==> config.mk <==
export PLATFORM = sky130hd
export DESIGN_NAME = evt_rr_dispatcher
export DESIGN_NICKNAME = d
export VERILOG_FILES = /design/src/rtl/evt_rr_dispatcher.sv
export SDC_FILE = /design/constraint.sdc
export NUM_CORES = 1
export LEC_CHECK = 0
export ABC_AREA = 1
export CAP_MARGIN = 20
export CELL_PAD_IN_SITES_DETAIL_PLACEMENT = 1
export CELL_PAD_IN_SITES_GLOBAL_PLACEMENT = 2
export CORE_MARGIN = 2
export CORE_UTILIZATION = 27
export DETAILED_ROUTE_END_ITERATION = 10
export GPL_ROUTABILITY_DRIVEN = 0
export PLACE_DENSITY = 0.83
export SYNTH_ARGS = -nofsm -noshare
export SYNTH_HDL_FRONTEND = slang
export SYNTH_SLANG_ARGS = --single-unit
==> constraint.sdc <==
create_clock -name clk_i -period 3.7 [get_ports clk_i]
set_input_delay 0.74 -clock clk_i [delete_from_list [all_inputs] [get_ports clk_i]]
set_output_delay 0.74 -clock clk_i [all_outputs]
set_load 0.03 [all_outputs]
==> src/rtl/evt_rr_dispatcher.sv <==
// Round-robin event dispatcher: sticky pending bits from pulse inputs, one
// eligible index offered at a time over valid/ready, rotating priority.
module evt_rr_dispatcher #(
  parameter int NUM_EVT = 8,
  parameter int IDX_W   = $clog2(NUM_EVT)
) (
  input  logic               clk_i,
  input  logic               rst_ni,
  input  logic               clear_i,
  input  logic [NUM_EVT-1:0] evt_i,
  input  logic [NUM_EVT-1:0] mask_i,
  output logic               valid_o,
  output logic [IDX_W-1:0]   idx_o,
  input  logic               ready_i,
  output logic [NUM_EVT-1:0] pending_o,
  output logic               overflow_o
);

  typedef enum logic {IDLE, OFFER} state_t;

  state_t             state_q;
  logic [NUM_EVT-1:0] pend_q;
  logic [IDX_W-1:0]   ptr_q;
  logic [IDX_W-1:0]   idx_q;
  logic               valid_q;
  logic               ovf_q;

  logic [NUM_EVT-1:0] elig;
  logic [NUM_EVT-1:0] clr;
  logic [NUM_EVT-1:0] e2;
  logic [NUM_EVT-1:0] pend_d;
  logic               ovf_d;
  logic               hs;
  logic [IDX_W-1:0]   ptr_d;
  logic [IDX_W-1:0]   sel_idle;
  logic [IDX_W-1:0]   sel_next;

  // Lowest set index at or above p; falls back to the lowest set index overall.
  function automatic logic [IDX_W-1:0] sel(input logic [NUM_EVT-1:0] v,
                                           input logic [IDX_W-1:0]   p);
    logic [IDX_W-1:0] lo;
    logic [IDX_W-1:0] hi;
    logic             hi_found;
    lo       = '0;
    hi       = '0;
    hi_found = 1'b0;
    for (int i = NUM_EVT - 1; i >= 0; i--) begin
      if (v[i]) begin
        lo = IDX_W'(i);
        if (i >= int'(p)) begin
          hi       = IDX_W'(i);
          hi_found = 1'b1;
        end
      end
    end
    return hi_found ? hi : lo;
  endfunction

  always_comb begin
    elig     = pend_q & ~mask_i;
    hs       = (state_q == OFFER) && ready_i;
    clr      = '0;
    if (hs) clr[idx_q] = 1'b1;
    e2       = elig & ~clr;
    ptr_d    = (idx_q == IDX_W'(NUM_EVT - 1)) ? '0 : idx_q + 1'b1;
    pend_d   = (pend_q & ~clr) | evt_i;
    ovf_d    = |(evt_i & pend_q & ~clr);
    sel_idle = sel(elig, ptr_q);
    sel_next = sel(e2, ptr_d);
  end

  always_ff @(posedge clk_i or negedge rst_ni) begin
    if (!rst_ni) begin
      state_q <= IDLE;
      pend_q  <= '0;
      ptr_q   <= '0;
      idx_q   <= '0;
      valid_q <= 1'b0;
      ovf_q   <= 1'b0;
    end else if (clear_i) begin
      // Flush retracts any offer; idx is left as-is since valid qualifies it.
      state_q <= IDLE;
      pend_q  <= '0;
      ptr_q   <= '0;
      valid_q <= 1'b0;
      ovf_q   <= 1'b0;
    end else begin
      pend_q <= pend_d;
      ovf_q  <= ovf_d;
      case (state_q)
        IDLE: begin
          if (|elig) begin
            idx_q   <= sel_idle;
            valid_q <= 1'b1;
            state_q <= OFFER;
          end
        end
        OFFER: begin
          if (ready_i) begin
            ptr_q <= ptr_d;
            if (|e2) begin
              idx_q <= sel_next;
            end else begin
              valid_q <= 1'b0;
              state_q <= IDLE;
            end
          end
        end
        default: begin
          state_q <= IDLE;
          valid_q <= 1'b0;
        end
      endcase
    end
  end

  assign valid_o    = valid_q;
  assign idx_o      = idx_q;
  assign pending_o  = pend_q;
  assign overflow_o = ovf_q;

endmodule

==> metrics.md <==
| Metric | Value |
|---|---|
| CP endpoint kind | `flip-flop` |
| Max Buffers Root-to-Sink | `2` |
| Syn_nets | `278` |
| CTS tree | `yes` |
| Filler cells | `711` |
| CTS sink cnt | `17` |
| Total leakage power | `1.05 nW` |
| CTS buffer count | `3` |
| CP Max Fanout | `9` |
| Critical path class | `flip-flop to flip-flop` |
| Root buf cell | `clkbuf_8` |
| 1st-iter DRT viols | `46` |
| Synth cell count leaders | `nand2_1, inv_1, nor2_1` |
| H-tree depth | `1` |
| Async SR Flop Fraction | `100%` |
| Die W | `78.1 um` |
| # diodes | `0` |
| Flops & latches, synth | `17` |
| Via density | `4.76` |
| Worst slew margin | `41.6%` |
| Largest net degree at the start of global routing | `18` |
| Max frequency | `0.414 GHz` |
| Core Area | `0.00520 mm^2` |
| RSZ-0062 raised after global routing | `false` |
| Synth Cell Area | `0.00148 mm^2` |
| Gate count after technology mapping | `254` |
| Routed Antenna Nets | `0` |
| Final hold viol count | `0` |
| Reg clk slew, reported paths | `70 ps` |
| Inst Count DP | `354` |
| Max cap viols | `0` |
| Synth warn | `0` |
| FF/Latch Area | `425 um^2` |
| Hold Path Class | `flip-flop to flip-flop` |
| HPWL after DPL | `4.15 mm` |
| Post-CTS Hold Buffers | `0` |
| Post-CTS Resized | `0` |
| Most frequent cell after synthesis | `nand2_1` |
| Worst-Skew Late Latency | `260 ps` |
| Syn_area_per_cell | `5.83 um^2` |
| Setup Buffers After CTS | `0` |
| Worst-Margin Slew | `874 ps` |
| Post-synthesis cell type count | `25` |
| Number of global-route vias before repair | `1760` |
| Part of the cycle the worst path needs | `65.2%` |
| Number of flops mapped to enable cells by yosys | `0` |
| Die area | `0.00609 mm^2` |
| GR Overflow Total | `0` |
| DRT Pass-1 Iters | `4` |
| Area occupied by multi-input gates | `883 um^2` |
| Final layout net count | `313` |
| Fin cells | `358` |
| # rows | `26` |
| Synth top area share | `28.7%` |
| # DRC | `0` |
| # setup viols final | `0` |
| Area grow syn2layout | `30.1%` |
| Seq/Total Area, Yosys | `28.7%` |
| Req. time, crit path | `3860 ps` |
| Synth area leaders | `dfrtp_1, nand2_1, inv_1` |
| Startpoint Class | `flip-flop` |
| First-pass GRT wire length | `8.34 mm` |
| Max-slew violation count | `0` |
| Power density cells | `436 mW/mm^2` |
| Leading area contributor after synthesis | `dfrtp_1` |
| Initial core utilization | `28.5%` |
| VDD IR max | `0.150 mV` |
| Outcome | `finished, final reports clean` |
| Data arrival, critical path | `2570 ps` |
| Fraction of layout instances using a drive strength above 1 | `5.56%` |
| Pwr Total | `0.840 mW` |
| Drt wl/cell | `13.8 um` |
| I/O Buffers | `32` |
| Most used flip-flop cell after synthesis | `dfrtp_1` |
| Final Core Density | `37.0%` |
| Total Wirelength | `4.92 mm` |
| Io pins | `33` |
| GRT Total Usage | `17.4%` |
| Initial antenna violation count | `0` |
| Worst Skew | `3.34 ps` |
| Fin Hold WS | `548 ps` |
| Die Ht | `78.1 um` |
| Fin crit period | `2410 ps` |
| Vias after detailed routing | `1703` |
| Accumulated negative setup slack | `0 ps` |
[final cells by class]
type                            instances  share of cell area (%)
Tap cell                               70                    4.55
Multi-Input combinational cell        191                    45.8
Clock buffer                            4                    2.34
Sequential cell                        17                    22.1
Timing Repair Buffer                   32                    16.6
Inverter                               44                    8.57
[power breakdown]
group          switching, mW  internal, mW  total [mW]
Combinational          0.269         0.156       0.425
Sequential            0.0513         0.212       0.263
Clock                 0.0750        0.0769       0.152
Total                  0.395         0.445       0.840
[metrics by stage]
step,worst slack [ps],area (um^2)
after floorplan,1500,1480
after global placement,1030,1880
after detailed placement,1020,1880
after CTS,1270,1930
after global routing,1050,1930
final,1290,1930
[per-layer routing]
layer  track usage (%)  up-vias  share of wire (%)
li1                  -      858                  -
met1              22.7      809                 47
met2              29.8       30                 49
met3              2.18        6                2.8
met4              5.96        0                1.4
met5                 0        -                  0
[flip-flops by register name (all words and copies together), names as in the netlist]
name and count:
state_q 1, ptr_q 3, valid_o 1, overflow_o 1, idx_o 3, pending_o 8
[cell usage in the layout (no fill, tap or decap), drive strengths merged]
master         count
a21boi             1
a21oi             13
a221oi             1
a31oi              2
clkbuf             4
clkdlybuf4s50     32
dfrtp             17
ha                 4
inv               44
nand2             93
nand3             18
nand4              3
nor2              36
nor3               1
nor4               1
o21ai             12
o21bai             1
o22ai              1
o31ai              1
or2                3
[critical path, stage by stage, from the launching register on]
cell and delay (ps):
dfrtp_1 520, ha_1 270, ha_1 290, inv_1 140, or2_2 340, nand3_1 110
nand2_1 70, nor2_1 180, nand2_1 80, nand3_1 80, o21ai_0 110, nand2_1 70
nand2_1 50
[cells by family (layout without fill, tap and decap cells)]
family | after synthesis | in the layout | share of synthesized area, %
AOI/OAI and AO/OA | 32 | 32 | 11.8
DFF | 17 | 17 | 28.7
adders and majority gates | 4 | 4 | 3.38
buffers and inverters | 46 | 80 | 11.7
and+or+nand+nor | 155 | 155 | 44.4
[final timing paths]
path	slack, ps	from	cells past startpoint	end
max in group asynchronous	2200	rst_ni	1	pending_o[1]$_DFF_PN0_
min reg2reg	550	valid_o$_DFFE_PN0P_	2	valid_o$_DFFE_PN0P_
min in group asynchronous	970	rst_ni	1	state_q$_DFF_PN0_
max reg2reg	1290	idx_o[0]$_DFFE_PN0P_	12	idx_o[2]$_DFFE_PN0P_
max	1290	idx_o[0]$_DFFE_PN0P_	12	idx_o[2]$_DFFE_PN0P_
min	550	valid_o$_DFFE_PN0P_	2	valid_o$_DFFE_PN0P_
(Power assumes the default switching activity.)
